[src/rtl/bcd_hex_display.sv]
// -----------------------------------------------------------------------------
// bcd_hex_display
//
// Takes an unsigned binary value from the CPU I/O output register and shows it
// in decimal on the eight DE2-115 seven-segment displays. The conversion is an
// iterative double-dabble (shift-add-3) that handles one input bit per clock.
// The resulting digits are latched together, so the displays never show a
// partially converted value.
//
// Handshake: a value is transferred on a rising clk edge where in_valid and
// in_ready are both high. in_ready is high only while the block is idle. A
// value presented while the block is busy is not taken and not queued; the
// upstream keeps in_valid asserted until the transfer happens.
//
// Ports:
//   clk       system clock, rising edge
//   rst       synchronous, active-high reset
//   in_valid  a new value is present on in_data
//   in_data   unsigned binary value to display (WIDTH bits)
//   in_ready  block idle and able to accept a value
//   done      one-cycle pulse when new digits reach the HEX outputs
//   overflow  decimal value needs more than 8 digits; held with the digits
//   HEX0..7   active-low segments, bit0 = a ... bit6 = g; HEX0 = ones digit
// -----------------------------------------------------------------------------
module bcd_hex_display #(
    parameter int WIDTH    = 32,
    parameter bit BLANK_LZ = 1'b1
) (
    input  logic             clk,
    input  logic             rst,
    input  logic             in_valid,
    input  logic [WIDTH-1:0] in_data,
    output logic             in_ready,
    output logic             done,
    output logic             overflow,
    output logic [6:0]       HEX0,
    output logic [6:0]       HEX1,
    output logic [6:0]       HEX2,
    output logic [6:0]       HEX3,
    output logic [6:0]       HEX4,
    output logic [6:0]       HEX5,
    output logic [6:0]       HEX6,
    output logic [6:0]       HEX7
);

    localparam int CW = $clog2(WIDTH + 1);

    typedef enum logic [1:0] {
        IDLE  = 2'd0,
        SHIFT = 2'd1,
        LATCH = 2'd2
    } state_t;

    state_t state, state_next;

    logic [WIDTH-1:0] bin_q;      // binary bits still to be shifted in
    logic [39:0]      bcd_q;      // ten BCD digits being accumulated
    logic [CW-1:0]    cnt_q;      // shifts remaining
    logic [3:0]       dig_q [8];  // displayed digits, 0 = ones

    logic [39:0]      bcd_adj;
    logic [39:0]      bcd_next;
    logic [WIDTH-1:0] bin_next;
    logic [7:0]       keep;       // 1 = digit is shown, 0 = blanked
    logic [6:0]       hex [8];

    // Active-low segment pattern for one digit; non-BCD codes are blank.
    function automatic logic [6:0] seg7(input logic [3:0] d);
        case (d)
            4'd0:    seg7 = 7'h40;
            4'd1:    seg7 = 7'h79;
            4'd2:    seg7 = 7'h24;
            4'd3:    seg7 = 7'h30;
            4'd4:    seg7 = 7'h19;
            4'd5:    seg7 = 7'h12;
            4'd6:    seg7 = 7'h02;
            4'd7:    seg7 = 7'h78;
            4'd8:    seg7 = 7'h00;
            4'd9:    seg7 = 7'h10;
            default: seg7 = 7'h7F;
        endcase
    endfunction

    // ---------------------------------------------------------------- FSM
    always_ff @(posedge clk) begin
        if (rst) begin
            state <= IDLE;
        end else begin
            state <= state_next;
        end
    end

    always_comb begin
        state_next = state;
        in_ready   = 1'b0;
        case (state)
            IDLE: begin
                in_ready = 1'b1;
                if (in_valid) begin
                    state_next = SHIFT;
                end
            end
            SHIFT: begin
                // cnt_q == 1 means this cycle performs the final shift.
                if (cnt_q == CW'(1)) begin
                    state_next = LATCH;
                end
            end
            LATCH: begin
                state_next = IDLE;
            end
            default: begin
                state_next = IDLE;
            end
        endcase
    end

    // ------------------------------------------------- double-dabble step
    // Any digit >= 5 would become >= 10 after doubling, so it is pre-biased
    // by 3 to make the carry land in the next digit after the shift.
    always_comb begin
        bcd_adj = bcd_q;
        for (int i = 0; i < 10; i++) begin
            if (bcd_q[4*i +: 4] >= 4'd5) begin
                bcd_adj[4*i +: 4] = bcd_q[4*i +: 4] + 4'd3;
            end
        end
        {bcd_next, bin_next} = {bcd_adj, bin_q} << 1;
    end

    // ---------------------------------------------------------- datapath
    always_ff @(posedge clk) begin
        if (rst) begin
            bin_q    <= '0;
            bcd_q    <= '0;
            cnt_q    <= '0;
            done     <= 1'b0;
            overflow <= 1'b0;
            for (int i = 0; i < 8; i++) begin
                dig_q[i] <= 4'd0;
            end
        end else begin
            done <= 1'b0;
            case (state)
                IDLE: begin
                    if (in_valid) begin
                        bin_q <= in_data;
                        bcd_q <= '0;
                        cnt_q <= CW'(WIDTH);
                    end
                end
                SHIFT: begin
                    bcd_q <= bcd_next;
                    bin_q <= bin_next;
                    cnt_q <= cnt_q - CW'(1);
                end
                LATCH: begin
                    for (int i = 0; i < 8; i++) begin
                        dig_q[i] <= bcd_q[4*i +: 4];
                    end
                    overflow <= (bcd_q[39:32] != 8'd0);
                    done     <= 1'b1;
                end
                default: begin
                end
            endcase
        end
    end

    // ------------------------------------------------- leading-zero blank
    // Digit k (k >= 1) is shown when it or any more significant displayed
    // digit is nonzero; the ones digit is always shown.
    always_comb begin
        keep    = 8'hFF;
        keep[7] = (dig_q[7] != 4'd0);
        for (int k = 6; k >= 1; k--) begin
            keep[k] = keep[k+1] | (dig_q[k] != 4'd0);
        end
        keep[0] = 1'b1;
        if (!BLANK_LZ) begin
            keep = 8'hFF;
        end
        for (int k = 0; k < 8; k++) begin
            hex[k] = keep[k] ? seg7(dig_q[k]) : 7'h7F;
        end
    end

    assign HEX0 = hex[0];
    assign HEX1 = hex[1];
    assign HEX2 = hex[2];
    assign HEX3 = hex[3];
    assign HEX4 = hex[4];
    assign HEX5 = hex[5];
    assign HEX6 = hex[6];
    assign HEX7 = hex[7];

endmodule

[config.mk]
export PLATFORM = sky130hd
export DESIGN_NAME = bcd_hex_display
export DESIGN_NICKNAME = d
export VERILOG_FILES = /design/src/rtl/bcd_hex_display.sv
export SDC_FILE = /design/constraint.sdc
export NUM_CORES = 1
export LEC_CHECK = 0
export BUFFER_PORTS_ARGS = -buffer_cell sky130_fd_sc_hd__buf_2
export CORE_ASPECT_RATIO = 0.9
export CORE_UTILIZATION = 30
export CTS_CLUSTER_DIAMETER = 60
export CTS_CLUSTER_SIZE = 16
export DETAILED_ROUTE_END_ITERATION = 10
export PLACE_DENSITY_LB_ADDON = 0.25
export SYNTH_ARGS = -nofsm -noshare
export SYNTH_HDL_FRONTEND = slang
export SYNTH_SLANG_ARGS = --single-unit
[constraint.sdc]
create_clock -name clk -period 1.86 [get_ports clk]
set_input_delay 0.093 -clock clk [delete_from_list [all_inputs] [get_ports clk]]
set_output_delay 0.093 -clock clk [all_outputs]
set_load 0.01 [all_outputs]
==> flow_metrics.tcl, run 1 <==
set metrics [dict create \
    core-area_sq_mm 0.0228 \
    clkPwrFrac_pct 46.9 \
    die_y_um 148 \
    clock_path_buffers 2 \
    placed_cell_area_sq_mm 0.00828 \
    postSynthAreaPerCell_sq_um 8.06 \
    wirelength_um 16400 \
    fp.dieW_um 164 \
    status "finished, violations left" \
    antenna_left 0 \
    wl_per_cell_um 12.3 \
    grt.overflow.total 0 \
    p_per_area_mw_per_mm2 777 \
    ys_seq_area_share_pct 36.7 \
    critPathBufInv 3 \
    synth_warnings 0 \
    fin_area_sq_mm 0.00934 \
    synth.most_common_cell "nor2_1" \
    crit_family "simple AND/OR/NAND/NOR gates" \
    drive_gt1_share_pct 26.7 \
    syn-num-nets 973 \
    max_cap_violations 0 \
    switching_share_pct 24.7 \
    vias 6348 \
    power_frac_seq_pct 37.9 \
    syn_area_sq_mm 0.00708 \
    vias_per_cell 4.75 \
    grt_max_degree 44 \
    hp-class "in -> reg" \
    dieArea_sq_mm 0.0242 \
    dp_hpwl_um 11200 \
    power_switching_mw 1.79 \
    clk_pin_slew_worst_paths_ps 50 \
    cp_slowest_stage_delay_ps 390 \
    cts_tree "built" \
    drt-initial-drc-count 336 \
    clock_sinks 114 \
    first_pass_iters 5 \
    end_kind "output port" \
    start_util_pct 31.0 \
    rsz0062_at_grt "true" \
    portBuffers 93 \
    synth_common_cells "nor2_1 (137), a21oi_1 (99), dfxtp_1 (82), ha_1 (59), nor3_1 (59)" \
    num_io_pins 94 \
    fmax_mhz 440 \
    setup_viol 42 \
    num-nets-final 1121 \
    fill_cells 2343 \
    synthArstFlopShare_pct 0 \
    fin_crit_sh_pct 122 \
    grt_pass1_wl_um 26900 \
    maxSlewViolCount 0 \
    synth_enable_flop_cells 32 \
    cts_max_level 4 \
    ys.flop_type "dfxtp_1" \
    synthToLayoutAreaGrowth_pct 31.9 \
    total_power_mw 7.26 \
    first_global_vias 5700 \
    tightest_slew_ps 1070 \
    arrival_ps 2180 \
    fin_skew_ps 7.00 \
    critPathMaxFanout 5 \
    worstPathCellList "inv_2 -> ha_4 -> nor4b_4 -> buf_6 -> and4_4 -> nand3_4 -> a221oi_4 -> buf_2" \
    root_buffer "clkbuf_16" \
    cts_hold_buf 0 \
    critPathKind "reg -> out" \
    netlist_instances 879 \
    power_frac_comb_pct 15.2 \
    synth_top_area_share_pct 23.2 \
    num_antenna_cells 0 \
    slew_headroom_pct 28.5 \
    setup_slack_ps -414 \
    synth_area_leaders "dfxtp_1 (23%), edfxtp_1 (14%), ha_1 (10%)" \
    antenna_found_initial 1 \
    synth.distinct_cells 53 \
    ys_seq_elements 114 \
    gp_congestion 0.838 \
    rows 52 \
    vdd_drop_max_uv 638 \
    drcViolationCount 0 \
    clock_latency_ps 400 \
    track_usage_pct 13.6 \
    yosysTopAreaCell "dfxtp_1" \
    violations "negative setup slack" \
    layout_min_cycle_time_ps 2270 \
    intPower_mw 5.47 \
    worstSetupStartpointType "flip-flop" \
    cp_slowest_cell "edfxtp_1" \
    cp_data_required_time_ps 1770 \
    p_leak_nw 3.97 \
    numCtsBuffers 17 \
    finalHoldViolCount 0 \
]
worst reg2reg max path, delay by kind of cell, from the launching register on:
| kind | cells | cell delay, ps |
|---|---|---|
| flops | 1 | 340 |
| simple gates | 3 | 1250 |
final timing paths:
check	startpoint	to	slack, ps	cells past startpoint
worst max-delay path	dig_q[1][12]$_SDFFCE_PP0P_	HEX2[1]	-410	8
worst min-delay path	in_valid	bin_q[30]$_SDFFE_PP0P_	90	4
worst max register to register	state[1]$_SDFFE_PP0P_	state[1]$_SDFFE_PP0P_	210	3
worst min register to register	bcd_q[37]$_SDFFE_PP0P_	bcd_q[37]$_SDFFE_PP0P_	450	2
layer usage:
layer / part of all wire, % / track usage [%] / wire length, um
met4: 0.53 / 2.78 / 87
met3: 5.1 / 4.10 / 833
met5: 0.079 / 0 / 13
met1: 50 / 18.7 / 8250
met2: 44 / 21.0 / 7220
timing repair:
action                     4_1_cts  5_1_grt
pin swaps                       17       13
setup endpoints to repair       42       51
buffers inserted                10       12
resized for setup               53       32
sequential cells by signal, indices dropped and copies added, names as in the netlist:
register,cells
cnt_q,6
bcd_q,40
state,2
bin_q,32
dig_q,32
overflow,1
done,1
area by class of cell:
cell class	count	area (sq um)	share of cell area, %
clock buffer	22	464	4.97
clock inverter	10	158	1.69
inverter	51	191	2.05
multi-input combinational	664	4360	46.6
sequential	114	2600	27.9
tap	297	372	3.98
timing repair buffer	179	1200	12.8
power by group through the flow:
stage,registers (mW),clock network [mW],logic [mW]
floorplan,2.79,0,0.685
global placement,2.80,0,1.01
detailed placement,2.80,0,1.02
CTS,2.75,3.48,1.07
global route,2.77,3.61,1.24
finish,2.75,3.41,1.10
cell families (layout without fill, tap and decap cells):
logic type	after synthesis	after routing	share of synthesized area (%)
simple gates	363	363	25.4
buf+inv	101	262	5.56
flops	114	114	36.7
compound gates	207	207	17.3
fa+ha+maj	59	59	10.4
mux	15	15	2.15
xor+xnor	20	20	2.47
stage by stage:
stage	hold WS, ps	utilization (%)	setup WS, ps	cells	setup TNS [ps]
6_report	85.6	40.9	-414	1337	-11110
3_5_place_dp	445	36.2	-75.4	1284	-81.4
3_3_place_gp	444	36.2	-52.7	1284	-55.5
2_1_floorplan	397	-	-54.1	879	-54.1
4_1_cts	59.0	40.0	-466	1326	-12600
5_1_grt	79.8	40.9	-530	1337	-15920
placed cells by master (no fill, tap or decap), drive strengths merged, types with 3 or more instances in the layout:
cell,Yosys,layout
buf,9,179
nor2,137,137
a21oi,99,99
dfxtp,82,82
nor3,59,59
ha,59,59
o21ai,55,55
inv,51,51
nand2,46,46
nor2b,40,40
edfxtp,32,32
nand2b,22,22
clkbuf,41,22
and2,15,15
mux2i,13,13
a22o,13,13
nand3,13,13
xnor2,11,11
xor2,9,9
or3,8,8
a211oi,7,7
nor3b,7,7
a31oi,6,6
o31ai,4,4
bufinv,0,4
or2,4,4
o21ba,4,4
clkinv,0,4
and3,3,3
a221oi,3,3
Note: power is estimated with default switching activity, not from simulation.
==> run 2, diff against run 1 <==
--- a/config.mk
+++ b/config.mk
@@ -6,11 +6,14 @@
 export NUM_CORES = 1
 export LEC_CHECK = 0
 export BUFFER_PORTS_ARGS = -buffer_cell sky130_fd_sc_hd__buf_2
+export CELL_PAD_IN_SITES_DETAIL_PLACEMENT = 1
+export CELL_PAD_IN_SITES_GLOBAL_PLACEMENT = 2
 export CORE_ASPECT_RATIO = 0.9
 export CORE_UTILIZATION = 30
 export CTS_CLUSTER_DIAMETER = 60
 export CTS_CLUSTER_SIZE = 16
 export DETAILED_ROUTE_END_ITERATION = 10
+export HOLD_SLACK_MARGIN = 0.1
 export PLACE_DENSITY_LB_ADDON = 0.25
 export SYNTH_ARGS = -nofsm -noshare
 export SYNTH_HDL_FRONTEND = slang
==> constraint.sdc (replaced) <==
create_clock -name clk -period 2 [get_ports clk]
set_input_delay 0.1 -clock clk [delete_from_list [all_inputs] [get_ports clk]]
set_output_delay 0.1 -clock clk [all_outputs]
set_load 0.01 [all_outputs]
==> run 2 against run 1 <==
The flow still finishes with violations (negative setup slack); first-iteration DRC count fell by 26%; setup slack improved by 100 ps; critical path depth did not move; worst hold slack improved by 33 ps; routed wire length rose by 14%; utilization fell by 0.54 points; clock skew barely moved.
==> flow_metrics.tcl, run 2 (same netlist as run 1, synthesis figures left out) <==
set metrics [dict create \
    status "finished, violations left" \
    violations "negative setup slack" \
    cp_data_required_time_ps 1900 \
    grt_max_degree 55 \
    maxSlewViolCount 0 \
    wirelength_um 18600 \
    worstSetupStartpointType "flip-flop" \
    fin_crit_sh_pct 116 \
    grt.overflow.total 0 \
    hp-class "in -> reg" \
    layout_min_cycle_time_ps 2310 \
    slew_headroom_pct 42.8 \
    antenna_left 0 \
    num-nets-final 1124 \
    cts_tree "built" \
    fill_cells 2737 \
    reg_top3 "bcd_q: 40 flops, bin_q: 32 flops, dig_q: 32 flops" \
    final_util_pct 40.4 \
    first_pass_iters 4 \
    portBuffers 93 \
    largest_register_ffs 40 \
    max_cap_violations 0 \
    end_kind "output port" \
    critPathMaxFanout 5 \
    tightest_slew_ps 855 \
    dp_hpwl_um 12800 \
    die_y_um 148 \
    clock_sinks 114 \
    fp.dieW_um 164 \
    setup_viol 38 \
    fin_skew_ps 7.29 \
    critPathKind "reg -> out" \
    drcViolationCount 0 \
    cts_max_level 4 \
    rows 52 \
    fmax_mhz 432 \
    grt_pass1_wl_um 31100 \
    vias_per_cell 4.78 \
    num_antenna_cells 0 \
    first_global_vias 6426 \
    gp_congestion 0.774 \
    num_io_pins 94 \
    p_leak_nw 3.91 \
    final.setup.tns_ps -5630 \
    p_per_area_mw_per_mm2 701 \
    max_flop_register "bcd_q" \
    numCtsBuffers 17 \
    drt-initial-drc-count 250 \
    root_buffer "clkbuf_16" \
    start_util_pct 31.0 \
    arrival_ps 2210 \
    clk_pin_slew_worst_paths_ps 60 \
    synthToLayoutAreaGrowth_pct 30.1 \
    finalHoldViolCount 0 \
    clock_path_buffers 2 \
    antenna_found_initial 1 \
    wl_per_cell_um 13.9 \
    vias 6399 \
    core-area_sq_mm 0.0228 \
    clock_latency_ps 420 \
    final_cell_mix "nor2_1 (135), a21oi_1 (93), buf_2 (90)" \
    vdd_drop_max_uv 677 \
    setup_slack_ps -313 \
    drive_gt1_share_pct 23.9 \
    final_common_cell "nor2_1" \
    rsz0062_at_grt "true" \
    track_usage_pct 15.9 \
    dieArea_sq_mm 0.0242 \
]
## run 2: cell types whose count changed in the layout (fill, tap and decap cells not counted), moves of 4 or more
| cell | before | now |
|---|---|---|
| buf_6 | 12 | 8 |
| buf_4 | 74 | 63 |
| clkinv_4 | 1 | 6 |
| dlygate4sd3_1 | 0 | 20 |
## run 2: power breakdown
part,switching (mW),internal (mW),total (mW)
Sequential,0.0782,2.48,2.56
Clock,1.16,1.71,2.87
Combinational,0.571,0.458,1.03
## run 2: routing by layer
layer	routed length [um]	track usage [%]	up-vias
met5	0	0	-
met4	184	4.68	0
met3	664	3.48	14
met2	8340	25.8	97
met1	9460	21.0	2977
li1	-	-	3311
## run 2: final timing paths
path / from / endpoint / slack, ps / cells past startpoint
worst min register to register: bcd_q[37]$_SDFFE_PP0P_ / bcd_q[37]$_SDFFE_PP0P_ / 450 / 2
worst max-delay path: dig_q[1][13]$_SDFFCE_PP0P_ / HEX2[1] / -310 / 8
worst max register to register: state[1]$_SDFFE_PP0P_ / bcd_q[28]$_SDFFE_PP0P_ / 320 / 6
worst min-delay path: in_data[7] / bin_q[7]$_SDFFE_PP0P_ / 120 / 5
## run 2: what timing repair did
item	in CTS	in global routing
hold buffers	20	0
resized for setup	41	21
pin swaps	14	3
setup endpoints to repair	42	44
endpoints found under the hold margin	21	0
buffers inserted	7	6
## run 2: stage by stage
step           cell area (sq um)  instances  worst slack [ps]  power (mW)  hold WS, ps
2_1_floorplan               7090        879              6.52        3.22          404
3_3_place_gp                8160       1276              52.3        3.55          438
3_5_place_dp                8160       1276              16.1        3.56          442
4_1_cts                     9110       1335              -337        6.53          102
5_1_grt                     9220       1340              -451        6.78          156
6_report                    9220       1340              -313        6.46          119
## run 2: layout make-up
cell class              count  area [sq um]  share of cell area (%)
multi-input cells         664          4260                    46.2
flip-flops and latches    114          2600                    28.2
repair buffers            182          1230                    13.4
clock buffers              17           425                    4.61
well taps                 297           372                    4.03
inverters                  51           191                    2.08
clock inverters            15           136                    1.48
## run 2: worst max-delay path: stages (launching register included)
cell and delay, ps:
edfxtp_1 390, inv_2 100, ha_4 130, nor4b_4 170
buf_4 180, and4_4 270, nand3_4 110, a221oi_2 260
buf_2 170
